--- src/rtl/arith_pkg.sv ---
// Shared types and constants for the arithmetic datapath blocks
// (multiplier, sequential divider).
package arith_pkg;

  typedef enum logic [1:0] {
    IDLE = 2'd0,
    RUN  = 2'd1,
    DONE = 2'd2
  } state_t;

  localparam int ARITH_W = 4;

  // Step counter width; a 1-bit counter is kept even for degenerate widths
  function automatic int cnt_width(input int w);
    return (w > 1) ? $clog2(w) : 1;
  endfunction

endpackage

--- src/rtl/div_step.sv ---
// One restoring-division step: shift the next dividend bit into the partial
// remainder and subtract the divisor if it fits.
module div_step
  import arith_pkg::*;
#(
  parameter int W = ARITH_W
) (
  input  logic [W:0]   rem,
  input  logic [W-1:0] dvs,
  input  logic         dvd_bit,
  output logic [W:0]   rem_next,
  output logic         qbit
);

  logic [W+1:0] shifted;

  // One spare bit above the W+1 remainder keeps the compare exact
  always_comb begin
    shifted  = {rem, dvd_bit};
    qbit     = (shifted >= {2'b00, dvs});
    rem_next = qbit ? (W+1)'(shifted - {2'b00, dvs}) : shifted[W:0];
  end

endmodule

--- src/rtl/seq_divider.sv ---
// Sequential restoring divider: one quotient bit per clock, start/busy/done
// handshake, registered quotient/remainder/divide-by-zero results.
module seq_divider
  import arith_pkg::*;
#(
  parameter int W = ARITH_W
) (
  input  logic         clk,
  input  logic         rst,
  input  logic         start,
  input  logic [W-1:0] dvd,
  input  logic [W-1:0] dvs,
  output logic         busy,
  output logic         done,
  output logic [W-1:0] q,
  output logic [W-1:0] r,
  output logic         dbz
);

  localparam int CW = cnt_width(W);

  state_t        state;
  logic [CW-1:0] cnt;
  logic [W-1:0]  dvs_r;
  logic [W:0]    rem;
  logic [W-1:0]  quo;

  logic [W:0]    rem_next;
  logic          qbit;
  logic [W-1:0]  quo_next;

  // quo starts out holding the dividend; its MSB is the next bit to bring down
  div_step #(.W(W)) u_step (
    .rem      (rem),
    .dvs      (dvs_r),
    .dvd_bit  (quo[W-1]),
    .rem_next (rem_next),
    .qbit     (qbit)
  );

  assign quo_next = {quo[W-2:0], qbit};

  // Control FSM with registered handshake and result outputs
  always_ff @(posedge clk or posedge rst) begin
    if (rst) begin
      state <= IDLE;
      cnt   <= '0;
      dvs_r <= '0;
      rem   <= '0;
      quo   <= '0;
      busy  <= 1'b0;
      done  <= 1'b0;
      q     <= '0;
      r     <= '0;
      dbz   <= 1'b0;
    end else begin
      case (state)
        IDLE, DONE: begin
          if (start) begin
            dvs_r <= dvs;
            quo   <= dvd;
            rem   <= '0;
            cnt   <= CW'(W - 1);
            if (dvs != '0) begin
              state <= RUN;
              busy  <= 1'b1;
              done  <= 1'b0;
            end else begin
              // Divide-by-zero finishes at once with the all-ones convention
              state <= DONE;
              busy  <= 1'b0;
              done  <= 1'b1;
              q     <= '1;
              r     <= dvd;
              dbz   <= 1'b1;
            end
          end else begin
            state <= IDLE;
            done  <= 1'b0;
          end
        end

        RUN: begin
          rem <= rem_next;
          quo <= quo_next;
          if (cnt == '0) begin
            state <= DONE;
            busy  <= 1'b0;
            done  <= 1'b1;
            q     <= quo_next;
            r     <= rem_next[W-1:0];
            dbz   <= 1'b0;
          end else begin
            cnt <= cnt - CW'(1);
          end
        end

        default: begin
          state <= IDLE;
          busy  <= 1'b0;
          done  <= 1'b0;
        end
      endcase
    end
  end

endmodule

--- config.mk ---
export PLATFORM = sky130hd
export DESIGN_NAME = seq_divider
export DESIGN_NICKNAME = d
export VERILOG_FILES = /design/src/rtl/arith_pkg.sv /design/src/rtl/div_step.sv /design/src/rtl/seq_divider.sv
export SDC_FILE = /design/constraint.sdc
export NUM_CORES = 1
export LEC_CHECK = 0
export CORE_AREA = 2 2 50 57
export DETAILED_ROUTE_END_ITERATION = 6
export DIE_AREA = 0 0 52 59
export PLACE_DENSITY = 0.82
export SYNTH_ARGS = -nofsm -noshare
export SYNTH_HDL_FRONTEND = slang
export SYNTH_SLANG_ARGS = --single-unit
--- constraint.sdc ---
create_clock -name clk -period 3.7 [get_ports clk]
set_input_delay 0.74 -clock clk [delete_from_list [all_inputs] [get_ports clk]]
set_output_delay 0.74 -clock clk [all_outputs]
set_load 0.05 [all_outputs]
==> results of run 1 <==
cells by family (layout without fill, tap and decap cells):
logic type | after synthesis | after routing | share of synthesized area (%)
flip-flops | 27 | 27 | 50.3
buffers and inverters | 12 | 35 | 4.01
AND/OR/NAND/NOR | 61 | 61 | 20.7
AO/OA/AOI/OAI | 35 | 35 | 16.8
XOR/XNOR | 2 | 2 | 1.30
adder cells (fa/ha/maj) | 6 | 6 | 6.15
multiplexers | 1 | 1 | 0.746
cell usage in the layout, fill, tap and decap left out:
cell type,instances
a21oi_2,3
xor2_1,1
a21o_1,1
dfrtp_1,27
nand4_1,1
nor3_1,3
nand3b_1,1
nand2_1,28
inv_1,9
clkinvlp_4,1
and2b_1,1
and2_1,2
o211ai_1,2
ha_1,5
o21ai_0,12
xnor2_1,1
clkdlybuf4s50_1,21
a31oi_1,7
nor2_1,15
clkbuf_4,3
nand2_4,1
buf_4,1
a21oi_1,6
nor2b_1,1
mux2i_1,1
nand2b_1,3
fa_1,1
o22a_1,2
and2b_4,1
nor4_1,1
a41oi_1,1
a21oi_4,1
nand3_1,3
per-stage QoR:
| step | cells | setup slack, ns | util [%] | hold slack [ns] | cell area (um2) |
|---|---|---|---|---|---|
| global route | 198 | 1.38 | 65.7 | 0.520 | 1610 |
| finish | 198 | 1.42 | 65.7 | 0.493 | 1610 |
| global placement | 194 | 1.25 | 64.5 | 0.458 | 1580 |
| detailed placement | 194 | 1.20 | 64.5 | 0.473 | 1580 |
| CTS | 198 | 1.41 | 65.7 | 0.492 | 1610 |
| floorplan | 144 | 1.90 | - | 0.445 | 1340 |
metal layers:
layer	vias up	global-route usage (%)	wire, um
met2	22	33.5	1400
met1	542	27.7	1210
li1	540	-	-
met5	-	0	0
met3	2	2.78	103
met4	0	8.27	17
cell type report:
type	count	area share (%)
Inverter	9	2.10
Tap cell	31	2.41
Timing Repair Buffer	22	13.5
Clock inverter	1	0.467
Clock buffer	3	1.40
Sequential cell	27	42.0
Multi-Input combinational cell	105	38.1
flip-flops by register name (all words and copies together) (netlist names):
| name | cells |
|---|---|
| rem | 5 |
| dvs_r | 4 |
| q | 4 |
| quo | 4 |
| r | 4 |
| cnt | 2 |
| busy | 1 |
| dbz | 1 |
| done | 1 |
| state | 1 |
worst max-delay path by stage:
stage,start,endpoint
floorplan,quo[3]$_DFFE_PP0P_,r[0]$_DFFE_PP0P_
global placement,dvs[0],r[1]$_DFFE_PP0P_
detailed placement,dvs[0],r[1]$_DFFE_PP0P_
CTS,r[1]$_DFFE_PP0P_,r[1]
global route,r[1]$_DFFE_PP0P_,r[1]
finish,r[1]$_DFFE_PP0P_,r[1]
==> summary.md, run 1 <==
| Metric | Value |
|---|---|
| Wirelength, routed | 2.73 mm |
| Cells after synthesis | 144 |
| Final TNS setup | 0 ns |
| Sequential cell area fraction in the yosys report | 50.3% |
| First-pass GRT wire length | 4.66 mm |
| Share of cells above drive strength 1 | 6.59% |
| Die footprint | 3070 um2 |
| Rows | 19 |
| Final min period | 2.28 ns |
| Synth async-reset ratio | 100% |
| Hold Path Cell Cnt | 1 |
| Crit path capture type | output pin |
| Cells along the critical path | clkdlybuf4s50_1 |
| Storage cell area | 676 um2 |
| Final ANT Viol Nets | 0 |
| Hold path start | cnt[0]$_DFFE_PP0P_ |
| Cell type with the largest total area after synthesis | dfrtp_1 |
| # fillers | 194 |
| Clock Tree Buf Depth | 2 |
| # nets final | 185 |
| Root buf cell | clkbuf_4 |
| RR Endpoint | r[2]$_DFFE_PP0P_ |
| HP Class | reg -> reg |
| Vias in the first global route | 1059 |
| Die X | 52 um |
| Max stage delay on crit path | 0.81 ns |
| Synth top area cells | dfrtp_1 (50%), nand2_1 (7.8%), ha_1 (4.7%), o21ai_0 (4.5%), nor2_1 (4.2%) |
| Ant diodes | 0 |
| Synthesized netlist net count | 161 |
| Clock Sinks | 27 |
| Crit path DAT | 1.54 ns |
| # hold bufs at CTS | 0 |
| Initial antenna violation count | 0 |
| WL/cell | 13.8 um |
| CP delay by family, top | buffers and inverters |
| Port Buf Inserts | 21 |
| Initial detailed-routing violation count | 53 |
| CP Depth | 1 |
| Slew HR | 32.4% |
| R2r startpoint | quo[3]$_DFFE_PP0P_ |
| CTS Buf Count | 3 |
| WP buf/inv | 1 |
| Vias | 1106 |
| Clock Skews | 0.00243 ns |
| Htree depth | 1 |
| Status | finished clean |
| Die H | 59 um |
| Most common cell in the netlist | nand2_1 |
| P&R area growth vs syn | 19.9% |
| YS warnings | 0 |
| Synth unique cells | 32 |
| DR pass1 iterations | 4 |
| RSZ-0062 raised after global routing | no |
| Vias per cell | 5.59 |
| DRC viols | 0 |
| Mapped cell area | 1340 um2 |
| Flops & latches, synth | 27 |
| WS Path Type | reg -> out |
| Mean Syn Cell Area | 9.32 um2 |
| Resized cells post-CTS | 0 |
| Worst Reg2Reg Path Length in Cells | 9 |
| Total core area | 2450 um2 |
| Achievable Freq | 440 MHz |
| CP Launch Type | register |
| R2r setup slk | 1.58 ns |
| Post-DP HPWL | 2.10 mm |
| Final-report setup violation count | 0 |
| Final hold viol count | 0 |
| CTS tree | done |
| Top cell type's share of synthesized area | 50.3% |
| Min-Delay Endpoint | cnt[0]$_DFFE_PP0P_ |
| Number of synthesized flops with an enable pin | 0 |
| Post-CTS setup buffers | 0 |
| GRT Util Overall | 20.5% |
| CP max FO | 2 |
| Clock transition at the registers of the reported paths | 0.15 ns |
| Final Max Slew Viols | 0 |
| Effective utilization at floorplan | 54.8% |
| Largest net degree at the start of global routing | 28 |
| Multi-input gate area | 613 um2 |
| Slowest CP cell | clkdlybuf4s50_1 |
| Worst-Margin Slew | 1.01 ns |
| Required @ worst endpoint | 2.96 ns |
| GRT overflow | 0 |
| Dominant synthesized flop cell | dfrtp_1 |
| # Max-Cap Violations | 0 |
| Clk Latency, worst-skew pair | 0.32 ns |
| Gpl congestion | 0.930 |
| Crit share post-route | 61.5% |
| Top post-synthesis cells by count | nand2_1 (28), dfrtp_1 (27), nor2_1 (15) |
| Io pins | 22 |
Power of run 1 is not shown: default switching activity piles up to over one toggle a cycle in this logic, so the estimate is an artifact.
==> run 2, diff against run 1 <==
--- a/config.mk
+++ b/config.mk
@@ -5,10 +5,10 @@
 export SDC_FILE = /design/constraint.sdc
 export NUM_CORES = 1
 export LEC_CHECK = 0
-export CORE_AREA = 2 2 50 57
+export CORE_AREA = 2 2 54 62
 export DETAILED_ROUTE_END_ITERATION = 6
-export DIE_AREA = 0 0 52 59
-export PLACE_DENSITY = 0.82
+export DIE_AREA = 0 0 56 64
+export PLACE_DENSITY = 0.74
 export SYNTH_ARGS = -nofsm -noshare
 export SYNTH_HDL_FRONTEND = slang
 export SYNTH_SLANG_ARGS = --single-unit
==> constraint.sdc (replaced) <==
create_clock -name clk -period 1.95 [get_ports clk]
set_input_delay 0.39 -clock clk [delete_from_list [all_inputs] [get_ports clk]]
set_output_delay 0.39 -clock clk [all_outputs]
set_load 0.05 [all_outputs]
==> summary.md, run 2 (synthesized netlist as in run 1, its figures left out) <==
| Metric | Value |
|---|---|
| Status | finished clean |
| CP Depth | 9 (+8) |
| CTS Buf Count | 3 (unchanged) |
| Final min period | 1.91 ns |
| Clock transition at the registers of the reported paths | 0.15 ns (about the same) |
| CP max FO | 3 (+1) |
| Die H | 64 um (+8.5%) |
| Met3 wire length | 97 um (-5.8%) |
| DR pass1 iterations | 4 (unchanged) |
| Top reg by flops | rem |
| Achievable Freq | 523 MHz |
| Wirelength, routed | 3.11 mm (+14%) |
| Total core area | 2940 um2 (+20%) |
| Vias | 1149 (+3.9%) |
| Final Max Slew Viols | 0 (unchanged) |
| Most frequent cells in the layout | dfrtp_1 (27), nand2_1 (26), clkdlybuf4s50_1 (16) |
| Worst-Margin Slew | 0.525 ns (-0.489 ns) |
| Required @ worst endpoint | 2.18 ns (-0.78 ns) |
| Crit path capture type | register |
| Max stage delay on crit path | 0.44 ns (-0.37 ns) |
| Clock Tree Buf Depth | 2 (unchanged) |
| Root buf cell | clkbuf_4 |
| Initial antenna violation count | 0 (unchanged) |
| Critical path destination | r[0]$_DFFE_PP0P_ |
| Rows | 21 (+2) |
| Share of cells above drive strength 1 | 17.4% (+11 points) |
| Initial detailed-routing violation count | 20 (-62%) |
| Htree depth | 1 (unchanged) |
| Vias in the first global route | 1091 (+3.0%) |
| # nets final | 196 (+5.9%) |
| WS Path Type | reg -> reg |
| Crit path DAT | 2.14 ns (+0.60 ns) |
| Io pins | 22 (unchanged) |
| Die footprint | 3580 um2 (+17%) |
| DRC viols | 0 (unchanged) |
| Port Buf Inserts | 21 (unchanged) |
| Most common cell after layout, fill and taps aside | dfrtp_1 |
| R2r startpoint | quo[3]$_DFFE_PP0P_ |
| Crit path launch | quo[3]$_DFFE_PP0P_ |
| Final hold viol count | 0 (unchanged) |
| WP buf/inv | 2 (+1) |
| Vias per cell | 5.42 (-3.0%) |
| Gpl congestion | 0.850 (-8.5%) |
| Clock Skews | 0.00545 ns (+0.00302 ns) |
| HP Class | in -> async |
| Final ANT Viol Nets | 0 (unchanged) |
| Clock Sinks | 27 (unchanged) |
| WL/cell | 14.7 um (+6.5%) |
| CTS tree | done |
| Effective utilization at floorplan | 45.6% (-9.2 points) |
| Worst Reg2Reg Path Length in Cells | 9 (unchanged) |
| Util after Layout | 59.2% (-6.5 points) |
| Met1 Routed Length | 1.35 mm (+12%) |
| RR Endpoint | r[0]$_DFFE_PP0P_ |
| Die X | 56 um (+7.7%) |
| Cells along the critical path | inv_1 -> ha_2 -> inv_2 -> fa_2 -> nand3_2 -> and2_4 -> nand2_4 -> o211ai_1 -> a31oi_1 |
| Largest net degree at the start of global routing | 28 (unchanged) |
| First-pass GRT wire length | 5.26 mm (+13%) |
| # hold bufs at CTS | 0 (unchanged) |
| P&R area growth vs syn | 29.7% |
| RSZ-0062 raised after global routing | yes |
| Ant diodes | 0 (unchanged) |
| Final-report setup violation count | 0 (unchanged) |
| R2r setup slk | 0.04 ns (-1.54 ns) |
| Largest register FFs | 5 (unchanged) |
| Met2 wire len | 1.57 mm (+12%) |
| Post-DP HPWL | 2.34 mm (+12%) |
| GRT overflow | 0 (unchanged) |
| Clk Latency, worst-skew pair | 0.34 ns (+0.02 ns) |
| Top sig layer | met4 |
| Slew HR | 65.0% (+33 points) |
| CP delay by family, top | adder cells |
| GRT Util Overall | 18.7% (-1.8 points) |
| # Max-Cap Violations | 0 (unchanged) |
| Crit share post-route | 98.0% |
| Slowest CP cell | dfrtp_1 |
| CP Launch Type | register |
| # fillers | 255 (+31%) |
run 2: changes by cell type in the layout (fill, tap and decap cells not counted), sizes merged:
| cell | change |
|---|---|
| clkbuf | +1 |
| dlymetal6s2s | +5 |
| buf | +11 |
| clkdlybuf4s50 | -5 |
| clkinvlp | -1 |
run 2: worst min path at each step:
stage	startpoint	end	slack [ns]	cells past startpoint
2_1_floorplan	rst	busy$_DFFE_PP0P_	0.44	1
3_3_place_gp	cnt[0]$_DFFE_PP0P_	cnt[0]$_DFFE_PP0P_	0.46	1
3_5_place_dp	dbz$_DFFE_PP0P_	dbz$_DFFE_PP0P_	0.47	2
4_1_cts	rst	rem[2]$_DFFE_PP0P_	0.41	3
5_1_grt	rst	rem[2]$_DFFE_PP0P_	0.42	3
6_report	rst	rem[2]$_DFFE_PP0P_	0.39	3
run 2: repair_timing:
item / 4_1_cts / 5_1_grt
pin swaps: 3 / 3
endpoints found under the setup margin: 8 / 14
gates resized for setup: 9 / 11
setup buffers: 4 / 1
run 2: layout make-up:
| type | count | area (um2) | share of cell area (%) |
|---|---|---|---|
| Sequential cell | 27 | 676 | 38.8 |
| Multi-Input combinational cell | 105 | 651 | 37.4 |
| Timing Repair Buffer | 33 | 313 | 18.0 |
| Tap cell | 34 | 42.5 | 2.44 |
| Inverter | 9 | 33.8 | 1.94 |
| Clock buffer | 4 | 26.3 | 1.51 |
run 2: through the flow:
stage / TNS, ns / setup WS [ns] / hold WS [ns] / std cells / instance area, um2
after CTS: 0 / 0.000151 / 0.405 / 211 / 1700
after global routing: -0.0504 / -0.0406 / 0.418 / 212 / 1740
after global placement: -0.118 / -0.0630 / 0.456 / 203 / 1630
after detailed placement: -0.741 / -0.218 / 0.472 / 203 / 1630
after floorplan: 0 / 0.155 / 0.443 / 144 / 1340
final: 0 / 0.0393 / 0.386 / 212 / 1740
run 2: worst min-delay path, cell delays in order:
cell             delay, ns
clkdlybuf4s50_1       0.40
inv_1                 0.05
buf_4                 0.31
run 2: per-layer routing:
metal  up-vias  GRT usage (%)
li1        559              -
met1       555           24.7
met2        26           30.1
met3         9           2.83
met4         0           8.93
met5         -              0
Power of run 2 is left out for the same reason.
==> run 3, diff against run 2 <==
--- a/config.mk
+++ b/config.mk
@@ -9,6 +9,7 @@
 export DETAILED_ROUTE_END_ITERATION = 6
 export DIE_AREA = 0 0 56 64
 export PLACE_DENSITY = 0.74
+export SLEW_MARGIN = 20
 export SYNTH_ARGS = -nofsm -noshare
 export SYNTH_HDL_FRONTEND = slang
 export SYNTH_SLANG_ARGS = --single-unit
==> results of run 3 <==
No change in the layout: final DEF, timing and power equal those of run 2.
Power of run 3 is left out for the same reason.
==> RTL edit (flow settings as in run 3) <==
Register the output `dbz` once more, with the module's reset; this adds one clock of latency there. The other outputs are not delayed to match.
--- a/src/rtl/seq_divider.sv
+++ b/src/rtl/seq_divider.sv
@@ -19,4 +19,6 @@
 
   localparam int CW = cnt_width(W);
+
+  logic dbz_s0;
 
   state_t        state;
@@ -53,5 +55,5 @@
       q     <= '0;
       r     <= '0;
-      dbz   <= 1'b0;
+      dbz_s0 <= 1'b0;
     end else begin
       case (state)
@@ -73,5 +75,5 @@
               q     <= '1;
               r     <= dvd;
-              dbz   <= 1'b1;
+              dbz_s0 <= 1'b1;
             end
           end else begin
@@ -90,5 +92,5 @@
             q     <= quo_next;
             r     <= rem_next[W-1:0];
-            dbz   <= 1'b0;
+            dbz_s0 <= 1'b0;
           end else begin
             cnt <= cnt - CW'(1);
@@ -105,4 +107,12 @@
   end
 
+  always_ff @(posedge clk or posedge rst) begin
+    if (rst) begin
+      dbz <= '0;
+    end else begin
+      dbz <= dbz_s0;
+    end
+  end
+
 endmodule
 
Formal check against the unedited RTL: not equivalent (a bounded check fails within 4 cycles, from zero or initial values and one cycle with rst high).
==> RTL edit against run 3 <==
  * Sequential cell count up 1
  * Worst setup slack got worse by 0.031 ns
  * Routed wire length is 0.87% higher
  * Synthesized cell count shrank 2.1%
  * Final area increased by 2.6%
  * Global-route usage decreased by 1.1 points
  * Area after synthesis up 0.65%
Power is left out: the tool's default activity adds up to more than one toggle a clock period on the data nets, which glitch-free logic cannot reach.
==> RTL edit: results (changes against run 3) <==
Final layout
  • Post-route insts no fill: 207 (was 212)
  • Max FFs per register: 5 (unchanged)
  • Layout Nets: 191 (was 196)
  • Share of post-route cells with drive strength above 1: 19.1% (was 17.4%)
  • Register bank with the most flops: rem (unchanged)
  • Antenna Cells: 0 (unchanged)

Clock network
  • Root buffer cell: clkbuf_4 (unchanged)
  • Clk buf depth: 2 (unchanged)
  • H-tree depth: 1 (unchanged)
  • Clock Latency Late Sink: 0.34 ns (about the same)
  • Clock transition at path regs: 0.15 ns (about the same)
  • Inserted Clock Buffers: 3 (unchanged)

Logic synthesis
  • Synth warn: 0 (unchanged)
  • Synth area leaders: dfrtp_1 52%, nand2_1 8.1%, ha_1 4.6% (was dfrtp_1 50%, nand2_1 7.8%, ha_1 4.7%)
  • Avg Inst Size Synth: 9.58 um2 (was 9.32 um2)
  • Post-Syn Nets: 158 (was 161)
  • Synth async-reset ratio: 100% (unchanged)
  • Synth cell count leaders: 29 x nand2_1, 28 x dfrtp_1, 16 x nor2_1 (was 28 x nand2_1, 27 x dfrtp_1, 15 x nor2_1)
  • Seq/Total Area, Yosys: 51.9% (was 50.3%)
  • Count of cell types in the netlist: 30 (was 32)

GRT
  • Antenna violations before repair: 0 (unchanged)
  • Gr usage total: 17.7% (was 18.7%)
  • Largest net degree at the start of global routing: 29 (was 28)
  • First-pass GRT wire length: 5030 um (was 5260 um)

Critical path
  • CP endpoint: r[1] (was r[0])
  • Cells on worst reg2reg path: 9 (unchanged)
  • Worst r2r src: quo[3] (unchanged)
  • Worst stage delay on the critical path: around 0.43 ns
  • Kind of start point of the critical path: flip-flop (unchanged)
  • CP delay by family, top: adder cells (unchanged)
  • Slowest cell on the critical path: dfrtp_1 (unchanged)
  • R2R Setup Slk: 0.009 ns (was 0.04 ns)
  • Crit path DAT: 2.18 ns (was 2.14 ns)
  • Worst-path fanout max: 2 (was 3)

Routing
  • Detailed Routing Iterations Pass 1: 4 (unchanged)
  • WL/cell: 15.2 um (was 14.7 um)
  • Routed via count: 1,123 (was 1,149)
  • DR iter-0 viols: 62 (was 20)

STA
  • Skew final: 0.00420 ns (was 0.00545 ns)
  • Final period util: 99.5% (was 98.0%)
  • Final hold slack: 0.397 ns (was 0.386 ns)
  • Slew HR: 60.0% (was 65.0%)

Worst hold path
  • Hold Crit Class: in -> async (unchanged)

Die
  • Core ar.: 0.00294 mm2 (unchanged)

Place
  • Place WS: -0.160 ns (was -0.218 ns)
  • I/O Buffers: 21 (unchanged)
  • Detailed placement HPWL: 2190 um (was 2340 um)
  • Area post-placement: 0.00163 mm2 (about the same)
  • Final GP Congestion: 0.827 (was 0.850)
  • Placed cells: 198 (was 203)

Status
  • Status: completed (unchanged)
-- RTL edit: final cells by class --
type / count / area [um2]
clock buffers: 3 / 22.5
clock inverters: 1 / 30.0
fillers: 259 / 1160
inverters: 10 / 37.5
multi-input cells: 99 / 642
flip-flops and latches: 28 / 702
well taps: 34 / 42.5
repair buffers: 32 / 310
-- RTL edit: cell families after synthesis --
family / after synthesis / synth area share, %
buffers and inverters: 14 / 4.17
xor gates and xnor gates: 2 / 1.30
DFF: 28 / 51.9
adders and majority gates: 6 / 6.11
AOI/OAI and AO/OA: 33 / 15.6
muxes: 3 / 2.59
and+or+nand+nor: 55 / 18.4
-- RTL edit: per-layer routing --
metal,up-vias,track usage [%],routed length [um]
met5,-,0,0
met4,0,5.95,53
met3,7,1.62,51
met2,14,31.8,1690
met1,558,22.1,1340
li1,544,-,-
-- RTL edit: timing repair --
item	4_1_cts	5_1_grt
setup buffers	3	2
pin swaps	4	6
endpoints found under the setup margin	8	15
resized for setup	10	12
